## src/rtl/vga_sync_monitor.sv

```systemverilog
// rtl/vga_sync_monitor.sv - passive VGA timing monitor: coordinate recovery, lock tracking, sticky timing errors
module vga_sync_monitor #(
  parameter int H_ACTIVE = 640,
  parameter int H_FP     = 16,
  parameter int H_SYNC   = 96,
  parameter int H_BP     = 48,
  parameter int V_ACTIVE = 480,
  parameter int V_FP     = 10,
  parameter int V_SYNC   = 2,
  parameter int V_BP     = 33,
  parameter int SYNC_POL = 0
) (
  input  logic        clk,
  input  logic        rst,
  input  logic        vga_clk,
  input  logic        hsync,
  input  logic        vsync,
  input  logic        blank_n,
  input  logic        err_clr,
  output logic [9:0]  rx_x,
  output logic [9:0]  rx_y,
  output logic        rx_active,
  output logic        locked,
  output logic        frame_start,
  output logic [15:0] frame_count,
  output logic [3:0]  err_flags
);

  localparam int H_TOTAL = H_ACTIVE + H_FP + H_SYNC + H_BP;
  localparam int V_TOTAL = V_ACTIVE + V_FP + V_SYNC + V_BP;
  localparam logic [10:0] H_TOTAL_W = 11'(H_TOTAL);
  localparam logic [19:0] F_TOTAL_W = 20'(H_TOTAL * V_TOTAL);
  localparam logic [7:0]  HS_WIDTH_W = 8'(H_SYNC);
  localparam logic [9:0]  H_OFS = 10'(H_SYNC + H_BP);
  localparam logic [10:0] H_END = 11'(H_SYNC + H_BP + H_ACTIVE);
  localparam logic [9:0]  V_OFS = 10'(V_SYNC + V_BP);
  localparam logic [10:0] V_END = 11'(V_SYNC + V_BP + V_ACTIVE);
  localparam logic        ASSERTED = 1'(SYNC_POL);

  typedef enum logic [1:0] {
    SEARCH  = 2'd0,
    MEASURE = 2'd1,
    LOCKED  = 2'd2
  } state_t;

  state_t      state, state_nxt;
  logic        vclk_q, hs_q, vs_q;
  logic        tick, hs_a, vs_a, hs_rise, hs_fall, vs_rise;
  logic [9:0]  h_cnt, v_line, h_nxt, v_nxt;
  logic [7:0]  hs_w;
  logic [18:0] f_ticks;
  logic        h_seen, frame_err;
  logic        col_vis, row_vis, pix_vis;
  logic [9:0]  x_off, y_off;
  logic        ev_h, ev_v, ev_hs, ev_b, ev_track;
  logic [3:0]  ev_vec;

  // Decode ticks and sync edges, compute the coordinate of the sampled pixel and the error events
  always_comb begin
    tick    = vga_clk & ~vclk_q;
    hs_a    = (hsync == ASSERTED);
    vs_a    = (vsync == ASSERTED);
    hs_rise = tick & hs_a & ~hs_q;
    hs_fall = tick & ~hs_a & hs_q;
    vs_rise = tick & vs_a & ~vs_q;

    h_nxt = hs_rise ? 10'd0 : ((&h_cnt) ? h_cnt : h_cnt + 10'd1);
    if (vs_rise)
      v_nxt = 10'd0;
    else if (hs_rise && !(&v_line))
      v_nxt = v_line + 10'd1;
    else
      v_nxt = v_line;

    col_vis = (h_nxt >= H_OFS) && ({1'b0, h_nxt} < H_END);
    row_vis = (v_nxt >= V_OFS) && ({1'b0, v_nxt} < V_END);
    pix_vis = col_vis && row_vis;
    x_off   = h_nxt - H_OFS;
    y_off   = v_nxt - V_OFS;

    ev_h  = (state != SEARCH) && hs_rise && h_seen && (({1'b0, h_cnt} + 11'd1) != H_TOTAL_W);
    ev_v  = (state != SEARCH) && vs_rise && (({1'b0, f_ticks} + 20'd1) != F_TOTAL_W);
    ev_hs = (state != SEARCH) && hs_fall && h_seen && (hs_w != HS_WIDTH_W);
    ev_b  = (state == LOCKED) && tick && (blank_n != pix_vis);
    ev_track = ev_h | ev_v | ev_hs;
    ev_vec   = {ev_hs, ev_b, ev_v, ev_h};
  end

  // Lock FSM next-state: one clean frame between two vsync edges earns lock, any error drops it
  always_comb begin
    state_nxt = state;
    case (state)
      SEARCH:  if (vs_rise) state_nxt = MEASURE;
      MEASURE: if (vs_rise && !frame_err && !ev_track) state_nxt = LOCKED;
      LOCKED:  if (ev_track || ev_b) state_nxt = SEARCH;
      default: state_nxt = SEARCH;
    endcase
  end

  // Pixel-clock history and sync levels as seen at the previous tick
  always_ff @(posedge clk or posedge rst) begin
    if (rst) begin
      vclk_q <= 1'b0;
      hs_q   <= 1'b0;
      vs_q   <= 1'b0;
    end else begin
      vclk_q <= vga_clk;
      if (tick) begin
        hs_q <= hs_a;
        vs_q <= vs_a;
      end
    end
  end

  // Position, pulse-width and frame-length counters, advanced only on ticks
  always_ff @(posedge clk or posedge rst) begin
    if (rst) begin
      h_cnt   <= '0;
      v_line  <= '0;
      hs_w    <= '0;
      f_ticks <= '0;
    end else if (tick) begin
      h_cnt  <= h_nxt;
      v_line <= v_nxt;
      if (vs_rise)
        f_ticks <= '0;
      else if (!(&f_ticks))
        f_ticks <= f_ticks + 19'd1;
      if (!hs_a)
        hs_w <= '0;
      else if (hs_rise)
        hs_w <= 8'd1;
      else if (!(&hs_w))
        hs_w <= hs_w + 8'd1;
    end
  end

  // Lock FSM state register
  always_ff @(posedge clk or posedge rst) begin
    if (rst)
      state <= SEARCH;
    else
      state <= state_nxt;
  end

  // Measurement validity: a line is only judged once its start was seen, frame errors tracked per MEASURE frame
  always_ff @(posedge clk or posedge rst) begin
    if (rst) begin
      h_seen    <= 1'b0;
      frame_err <= 1'b0;
    end else begin
      if (state_nxt == SEARCH && state != SEARCH)
        h_seen <= 1'b0;
      else if (hs_rise)
        h_seen <= 1'b1;
      if (state != MEASURE || vs_rise)
        frame_err <= 1'b0;
      else if (ev_track)
        frame_err <= 1'b1;
    end
  end

  // Registered outputs: coordinates per tick, frame pulse/count while locked, sticky error flags
  always_ff @(posedge clk or posedge rst) begin
    if (rst) begin
      rx_x        <= '0;
      rx_y        <= '0;
      rx_active   <= 1'b0;
      frame_start <= 1'b0;
      frame_count <= '0;
      err_flags   <= '0;
    end else begin
      frame_start <= (state == LOCKED) && vs_rise;
      if ((state == LOCKED) && vs_rise)
        frame_count <= frame_count + 16'd1;
      err_flags <= (err_clr ? 4'b0000 : err_flags) | ev_vec;
      if (tick) begin
        rx_x      <= pix_vis ? x_off : 10'd0;
        rx_y      <= pix_vis ? y_off : 10'd0;
        rx_active <= pix_vis && (state_nxt == LOCKED);
      end
    end
  end

  assign locked = (state == LOCKED);

endmodule

```

## config.mk

```make
export PLATFORM = sky130hd
export DESIGN_NAME = vga_sync_monitor
export DESIGN_NICKNAME = d
export VERILOG_FILES = /design/src/rtl/vga_sync_monitor.sv
export SDC_FILE = /design/constraint.sdc
export NUM_CORES = 1
export LEC_CHECK = 0
export CAP_MARGIN = 20
export CELL_PAD_IN_SITES_DETAIL_PLACEMENT = 1
export CELL_PAD_IN_SITES_GLOBAL_PLACEMENT = 1
export CORE_UTILIZATION = 48
export CTS_CLUSTER_SIZE = 16
export DETAILED_ROUTE_END_ITERATION = 8
export GPL_ROUTABILITY_DRIVEN = 0
export HOLD_SLACK_MARGIN = 0.12
export PLACE_DENSITY_LB_ADDON = 0.15
export SLEW_MARGIN = 20
export SYNTH_ARGS = -nofsm -noshare
export SYNTH_HDL_FRONTEND = slang
export SYNTH_SLANG_ARGS = --single-unit
```

## constraint.sdc

```tcl
create_clock -name clk -period 7.05 [get_ports clk]
set_input_delay 2.115 -clock clk [delete_from_list [all_inputs] [get_ports clk]]
set_output_delay 2.115 -clock clk [all_outputs]
set_load 0.02 [all_outputs]
```

==> impl_results.md, run 1 <==
* Via count at 4581
* Crit path required time at 7.26 ns
* Post-synthesis instance total at 578
* Minimum clock period after layout at 5.70 ns
* Fraction of layout cells with a size suffix above 1 at 0.0711
* Largest delay share family, worst path: simple AND/OR/NAND/NOR gates
* Final Hold Fails at 0
* VDD IR-drop max at 0.161 mV
* Global route overflow at 0
* Largest net degree at the start of global routing at 67
* Fillcell total at 1243
* Antenna-violating nets left at 0
* WP data arrival at 5.91 ns
* Clk_skew at 0.00834 ns
* Clk pwr share at 0.366
* Clock sink total at 96
* First-pass GRT wire length at 24.5 mm
* Post-synth design cell area at 0.00542 mm2
* DRT iter0 DRCs at 260
* Commonest non-fill, non-tap cell in the layout: dfrtp_1
* Slew Limit Fails at 0
* Sequential power share at 0.430
* Clock Path Buffers at 2
* IO Count at 50
* RSZ-0062 raised after global routing: false
* Final setup vio count at 0
* Net Sw Frac at 0.321
* Clk_lat worst skew at 0.36 ns
* Root buf cell: clkbuf_16
* Logic pwr share at 0.204
* Starting Density at 0.495
* Yosys cell types at 62
* Syn Area/Cell at 9.37 um2
* Worst slew pin tran at 0.790 ns
* Chip Width at 108 um
* CTS resizes at 0
* Async set-reset flop share out of synthesis at 1.00
* Max Cap Viol at 0
* Min-delay worst type: reg -> reg
* Cells along the critical path: clkdlybuf4s50_1 -> nor4b_4 -> o31a_1 -> mux2i_1 -> nor2_1 -> ha_1 -> or3_1 -> o32ai_2 -> nand2_1 -> and3b_1 -> o31ai_4 -> buf_4 -> o31ai_1
* Total die area at 0.0117 mm2
* Drt wl/cell at 19.2 um
* Setup TNS at 0 ns
* Period utilization at 0.809
* Ys flop type: dfrtp_1
* Final Power at 0.00161 W
* Final WS setup at 1.35 ns
* Total setup buffers inserted after CTS at 0
* Critical-path top delay cell: clkdlybuf4s50_1
* Switch Pwr at 0.000517 W
* Clock transition at the registers of the reported paths at 0.07 ns
* CTS tree: done
* Gr usage total at 0.271
* PortBufs at 49
* Internal cell power at 0.00109 W
* Crit path kind: in -> reg
* Outcome: finished clean
* Setup crit start kind: input port
* Drt via density at 6.04
* Drt first pass iters at 7
* Synthesized netlist net count at 594
* Layout Nets at 630
* Core area at 0.0109 mm2
* Ant. Diodes at 0
* Sequential element share of the synthesized area at 0.444
* Worst Path Buf+Inv at 2
* Hold Buf Count CTS at 0
* Vias in the first global route at 4765
* HPWL Detailed at 10.0 mm
* Antenna violations before repair at 0
* Most frequent cells in the layout: dfrtp_1 (96), nand2_1 (73), nor2_1 (58), clkdlybuf4s50_1 (49), xnor2_1 (31)
* Leakage at 2.75 nW
* Crit-path max cell delay at 0.62 ns
* CTS H-tree lvls at 3
* Fmax at 0.175 GHz
* Crit end category: flip-flop
* Critical-path maximum fanout at 15
* Pwr dens at 253 mW/mm2
* Die Span Y at 108 um
* Flop and latch count out of synthesis at 96
* DRC violation count after routing at 0
* Cell Rows at 38
* Detailed Route WL at 14.6 mm
* Setup WS pre-CTS at 0.995 ns
* Slew HR at 0.474
* Yosys warns at 0
* Area overhead of the layout relative to synthesis at 17.6%
* Number of enable flip-flop cells after synthesis at 0
* Cts bufs inserted at 9
* Fin util at 0.582
[flip-flops by register name, summed over array words and instances, names as in the netlist]
signal and flops:
f_ticks 19, frame_count 16, h_cnt 10, rx_x 10, rx_y 10, v_line 10
hs_w 8, err_flags 4, state 2, frame_err 1, frame_start 1, h_seen 1
hs_q 1, rx_active 1, vclk_q 1, vs_q 1
[logic make-up (layout without fill, tap and decap cells)]
family,Yosys count,count (layout),synth area share
buffers and inverters,42,83,0.0312
adder cells (fa/ha/maj),9,9,0.0208
multiplexers,9,9,0.0169
XOR/XNOR,59,59,0.0954
AO/OA/AOI/OAI,107,107,0.145
flip-flops,96,96,0.444
AND/OR/NAND/NOR,256,256,0.247
[synth_stat cells, drive strengths merged, types with 3 or more instances]
library cell	n	area, um2
nand4	19	119
a31oi	5	31.3
a32o	3	30.0
or2	3	18.8
a21o	8	60.1
and3	11	68.8
a311oi	6	58.8
xor2	28	245
inv	12	45.0
dfrtp	96	2400
nor4b	5	86.3
o21a	4	30.0
o211ai	3	22.5
clkbuf	24	90.1
buf	6	33.8
nor3	13	65.1
and4	8	70.1
or3	10	67.6
nor2b	8	50.1
nand2b	5	31.3
o31ai	20	164
ha	9	113
a41oi	3	26.3
nand2	73	274
nor2	59	224
and2	7	43.8
nand3	24	120
xnor2	31	272
mux2i	8	80.1
a21oi	9	48.8
or4b	3	33.8
o21ai	28	140
[per-layer routing]
layer  global-route usage  wire (um)
met1                0.361       6550
met2                0.459       7370
met3               0.0338        470
met4               0.0851        193
met5                    0          0
[power groups by stage]
| stage | registers, W | clock network, W | logic, W |
|---|---|---|---|
| 2_1_floorplan | 0.000674 | 0 | 0.000236 |
| 3_3_place_gp | 0.000693 | 0 | 0.000312 |
| 3_5_place_dp | 0.000700 | 0 | 0.000324 |
| 4_1_cts | 0.000690 | 0.000595 | 0.000329 |
| 5_1_grt | 0.000704 | 0.000621 | 0.000359 |
| 6_report | 0.000691 | 0.000589 | 0.000328 |
[path summary, 6_finish.rpt]
| path | start | end | slack (ns) | cells past startpoint |
|---|---|---|---|---|
| max | hsync | rx_x[4] | 1.35 | 13 |
| min | frame_count[15] | frame_count[15] | 0.47 | 1 |
| max reg2reg | h_cnt[0] | rx_x[5] | 2.99 | 13 |
| min reg2reg | frame_count[15] | frame_count[15] | 0.47 | 1 |
| max in group asynchronous | rst | v_line[3] | 3.78 | 3 |
| min in group asynchronous | rst | frame_count[14] | 2.11 | 2 |
[stage by stage]
step / hold WS [ns] / instances / instance area, um2
floorplan: 0.505 / 578 / 5420
global placement: 0.457 / 743 / 6020
detailed placement: 0.463 / 743 / 6020
CTS: 0.477 / 759 / 6370
global route: 0.495 / 759 / 6370
finish: 0.473 / 759 / 6370
[worst register-to-register path, cell delays in order, from the launching register on]
cell	delay, ns
dfrtp_1	0.53
ha_1	0.29
and4_1	0.37
nand4_1	0.49
nand2_1	0.20
nand2_1	0.15
inv_1	0.14
ha_1	0.15
o221a_2	0.17
nand4b_1	0.12
a31oi_1	0.55
o31ai_4	0.24
buf_4	0.25
o31ai_1	0.30
[final cells by class]
cell class	count	area (um2)	area share
flip-flops and latches	96	2400	0.377
repair buffers	55	536	0.0841
clock buffers	9	225	0.0354
well taps	140	175	0.0275
multi-input cells	440	2860	0.449
clock inverters	7	126	0.0198
inverters	12	47.5	0.00747
Power figures use the tool's default switching activity.
==> inputs of run 2 (changes only) <==
Settings changed: CORE_UTILIZATION 48 to 45.
Clock period 7.05 ns to 5.25 ns, I/O delays scaled along.
==> impl_results.md, run 2 (synthesis results as in run 1) <==
* Outcome: complete, but fails checks
* Failing checks: design-rule violations
* Via count at 4582
* Total die area at 0.0125 mm2
* Drt wl/cell at 18.8 um
* Regs by FF count: f_ticks x19, frame_count x16
* Chip Width at 112 um
* Cell Rows at 39
* Final Hold Fails at 0
* CTS H-tree lvls at 3
* Crit path required time at 5.47 ns
* Net Sw Frac at 0.328
* Slew Limit Fails at 0
* Crit end category: flip-flop
* Largest net degree at the start of global routing at 63
* Hold Buf Count CTS at 0
* Area overhead of the layout relative to synthesis at 17.6%
* CP startpoint: hsync
* Crit path kind: in -> reg
* Clk_skew at 0.0107 ns
* Setup TNS at 0 ns
* Max Cap Viol at 0
* HPWL Detailed at 10.4 mm
* Leakage at 2.76 nW
* Sequential power share at 0.455
* Internal cell power at 0.00137 W
* Clk pwr share at 0.323
* RSZ-0062 raised after global routing: false
* Clk_lat worst skew at 0.35 ns
* Final setup vio count at 0
* Die Span Y at 112 um
* Fraction of layout cells with a size suffix above 1 at 0.0797
* DRT iter0 DRCs at 278
* Antenna-violating nets left at 0
* Worst slew pin tran at 0.744 ns
* Vias in the first global route at 4783
* Clock transition at the registers of the reported paths at 0.07 ns
* Cts bufs inserted at 9
* PortBufs at 49
* Top reg by flops: f_ticks
* WP data arrival at 5.10 ns
* R2R cell count at 13
* Drt via density at 5.95
* IO Count at 50
* Setup crit start kind: input port
* Detailed Route WL at 14.4 mm
* Switch Pwr at 0.000669 W
* Pwr dens at 321 mW/mm2
* Largest register FFs at 19
* Worst hold margin at 0.464 ns
* Core area at 0.0116 mm2
* Worst R2R End: rx_x[1]
* Ant. Diodes at 0
* Setup slack, reg-to-reg at 1.24 ns
* Fmax at 0.205 GHz
* Slew HR at 0.498
* DRC violation count after routing at 5
* First-pass GRT wire length at 24.5 mm
* Crit-path max cell delay at 0.49 ns
* Cell Area, Placed at 0.00608 mm2
* Critical-path top delay cell: clkdlybuf4s50_1
* VDD IR-drop max at 0.170 mV
* Starting Density at 0.468
* Crit path to: rx_x[2]
* Commonest non-fill, non-tap cell in the layout: dfrtp_1
* Clock Path Buffers at 2
* CTS resizes at 0
* RR Startpoint: h_cnt[0]
* Global route overflow at 0
* Min-delay worst type: reg -> reg
* Antenna violations before repair at 0
* Logic pwr share at 0.222
* Most frequent cells in the layout: dfrtp_1 (96), nand2_1 (73), nor2_1 (58), clkdlybuf4s50_1 (49), xnor2_1 (31)
* Critical-path maximum fanout at 17
* Cells along the critical path: clkdlybuf4s50_1 -> nor4b_4 -> o31a_1 -> mux2i_1 -> nor2_1 -> ha_1 -> or3_1 -> o32ai_2 -> nand2_1 -> and3b_1 -> o31ai_4 -> buf_4 -> o21ai_0
* Minimum clock period after layout at 4.88 ns
* Drt first pass iters at 8
* Root buf cell: clkbuf_16
* Post-route cell area at 0.00637 mm2
* CTS tree: done
* Layout Nets at 638
* Total setup buffers inserted after CTS at 0
* Gr usage total at 0.248
* Period utilization at 0.930
* Clock sink total at 96
[run 2: cell types whose count changed in the layout (fill, tap and decap cells not counted), sizes merged]
cell	delta
inv	-1
bufinv	-2
clkbuf	+2
clkinv	+1
buf	+8
[run 2: how the worst min path moves through the flow]
stage	startpoint	end	slack, ns	depth (start not counted)
floorplan	hs_w[6]	hs_w[6]	0.50	2
global route	frame_count[15]	frame_count[15]	0.48	1
finish	frame_count[15]	frame_count[15]	0.46	1
detailed placement	frame_count[15]	frame_count[15]	0.46	1
global placement	frame_count[15]	frame_count[15]	0.46	1
CTS	frame_count[15]	frame_count[15]	0.47	1
[run 2: through the flow]
step	total power [W]	util	instances	worst slack, ns
after floorplan	0.00122	-	578	0.265
after global placement	0.00136	0.526	754	0.224
after detailed placement	0.00139	0.526	754	0.0253
after CTS	0.00206	0.551	770	0.359
after global routing	0.00215	0.551	770	0.200
final	0.00204	0.551	770	0.370
[run 2: worst max-delay path: cells and delay by family]
kind | cells | cell delay, ns
and+or+nand+nor | 5 | 1.18
muxes | 1 | 0.27
adders and majority gates | 1 | 0.21
buffers and inverters | 2 | 0.80
AOI/OAI and AO/OA | 4 | 1.05
[run 2: area by class of cell]
class	instances	area [um2]
fillers	1289	5190
inverters	12	47.5
clock buffers	11	233
flip-flops and latches	96	2400
multi-input cells	440	2860
repair buffers	63	596
clock inverters	5	56.3
well taps	143	179
[run 2: per-layer routing]
layer / routed length [um] / global-route usage
met2: 7150 / 0.416
met5: 0 / 0
met3: 376 / 0.0392
met4: 182 / 0.0901
met1: 6730 / 0.326
[run 2: power by group through the flow]
stage	clock, W	sequential, W	combinational [W]
finish	0.000659	0.000930	0.000453
global route	0.000704	0.000947	0.000500
CTS	0.000676	0.000929	0.000456
detailed placement	0	0.000940	0.000449
global placement	0	0.000933	0.000432
floorplan	0	0.000905	0.000317
==> inputs of run 3 (changes only) <==
Settings changed: REMOVE_ABC_BUFFERS set to 1.
Clock period 5.25 ns to 4.65 ns, I/O delays scaled along.
==> impl_results.md, run 3 (synthesis results as in run 1) <==
* Ant. Diodes at 0
* Cell Rows at 39
* Global route overflow at 0
* Total die area at 0.0125 mm2
* Vias in the first global route at 4883
* Clock sink total at 96
* CTS H-tree lvls at 3
* Crit path to: err_flags[2]
* Fmax at 0.229 GHz
* Largest net degree at the start of global routing at 63
* Clock Path Buffers at 2
* Final cell count without fillers at 785
* Cell Area, Placed at 0.00616 mm2
* Largest register FFs at 19
* Pwr dens at 363 mW/mm2
* VDD IR-drop max at 0.237 mV
* Minimum clock period after layout at 4.36 ns
* Antenna-violating nets left at 0
* WP data arrival at 4.62 ns
* Slew Limit Fails at 0
* Detailed Route WL at 14.9 mm
* Commonest non-fill, non-tap cell in the layout: dfrtp_1
* Core area at 0.0116 mm2
* Period utilization at 0.938
* Crit path kind: in -> reg
* Layout Nets at 653
* HPWL Detailed at 10.3 mm
* Outcome: complete, but fails checks
* Final Hold Fails at 0
* Min-delay worst type: reg -> reg
* Gr usage total at 0.255
* Root buf cell: clkbuf_16
* RSZ-0062 raised after global routing: false
* Drt wl/cell at 18.9 um
* Most frequent cells in the layout: dfrtp_1 (96), nand2_1 (72), nor2_1 (58), clkdlybuf4s50_1 (47), xnor2_1 (30)
* Worst hold margin at 0.464 ns
* Metal1 wirelength at 6.82 mm
* RR Startpoint: v_line[0]
* Regs by FF count: f_ticks x19, frame_count x16
* Die Span Y at 112 um
* Leakage at 2.87 nW
* Crit path required time at 4.90 ns
* CP startpoint: hsync
* Fraction of layout cells with a size suffix above 1 at 0.114
* Final setup vio count at 0
* Area overhead of the layout relative to synthesis at 20.7%
* Setup crit start kind: input port
* Chip Width at 112 um
* Max Cap Viol at 0
* CTS tree: done
* Clk_lat worst skew at 0.36 ns
* DRT iter0 DRCs at 325
* Critical-path maximum fanout at 4
* Worst R2R End: err_flags[2]
* Antenna violations before repair at 0
* Drt via density at 5.91
* Worst slew pin tran at 0.677 ns
* IO Count at 50
* Metal2 WL at 7.30 mm
* Via count at 4639
* Setup slack, reg-to-reg at 0.83 ns
* Crit end category: flip-flop
* Met3 wire len at 517 um
* Cts bufs inserted at 9
* Top reg by flops: f_ticks
* Post-route cell area at 0.00654 mm2
* Failing checks: design-rule violations
* DR top layer: met4
* DRC violation count after routing at 4
* Dpl cells at 764
* Min-Delay Path Depth at 1
* First-pass GRT wire length at 25.1 mm
* Clock transition at the registers of the reported paths at 0.07 ns
* Clk_skew at 0.00620 ns
* Starting Density at 0.468
* Slew HR at 0.537
* Drt first pass iters at 6
* R2R cell count at 13
* PortBufs at 49
## run 3: changes by cell type in the layout (fill, tap and decap cells not counted), sizes merged
cell	previous run	this run
buf	14	29
clkbuf	11	9
clkdlybuf4s50	49	47
dlymetal6s2s	0	2
clkinv	2	3
inv	13	14
## run 3: critical path, cell delays in order
cell	delay, ns
dlymetal6s2s_1	0.17
nor4b_4	0.30
o31a_1	0.27
mux2i_2	0.27
nor2_1	0.07
ha_1	0.20
or3_1	0.39
o32ai_2	0.34
nand2_2	0.14
and3b_2	0.28
o31ai_4	0.37
xnor2_2	0.15
a32o_1	0.27
## run 3: what timing repair did
action / in CTS / in global routing
endpoints found under the hold margin: 0 / 0
endpoints found under the setup margin: 0 / 20
setup buffers: 0 / 4
resized for setup: 0 / 11
hold buffers: 0 / 0
## run 3: worst min-delay path by stage
stage / to / start / slack (ns)
4_1_cts: frame_count[15] / frame_count[15] / 0.47
2_1_floorplan: hs_w[6] / hs_w[6] / 0.50
6_report: frame_count[15] / frame_count[15] / 0.46
3_5_place_dp: frame_count[15] / frame_count[15] / 0.46
5_1_grt: err_flags[1] / err_flags[1] / 0.51
3_3_place_gp: frame_count[15] / frame_count[15] / 0.46
## run 3: power by group
| part | total [W] | internal (W) | switching [W] |
|---|---|---|---|
| clock | 0.000779 | 0.000424 | 0.000355 |
| sequential | 0.00105 | 0.000914 | 0.000137 |
| combinational | 0.000543 | 0.000238 | 0.000304 |
## run 3: final cells by class
type | count | area (um2)
Inverter | 12 | 47.5
Fill cell | 1330 | 5030
Clock inverter | 7 | 80.1
Clock buffer | 9 | 225
Timing Repair Buffer | 78 | 717
Sequential cell | 96 | 2400
Multi-Input combinational cell | 440 | 2880
Tap cell | 143 | 179
## run 3: metrics by stage
stage               setup TNS, ns  setup slack [ns]  utilization  total power [W]
floorplan                  -21.63             -1.12            -          0.00136
global placement            -1.78            -0.136        0.532          0.00155
detailed placement          -5.61            -0.325        0.532          0.00158
CTS                             0            0.0101        0.559          0.00236
global route                    0             0.127        0.565          0.00248
finish                          0             0.286        0.565          0.00237
## run 3: metal layers
| metal | GRT usage | up-vias |
|---|---|---|
| met3 | 0.0354 | 14 |
| li1 | - | 2191 |
| met2 | 0.433 | 75 |
| met4 | 0.0892 | 0 |
| met1 | 0.333 | 2359 |
| met5 | 0 | - |
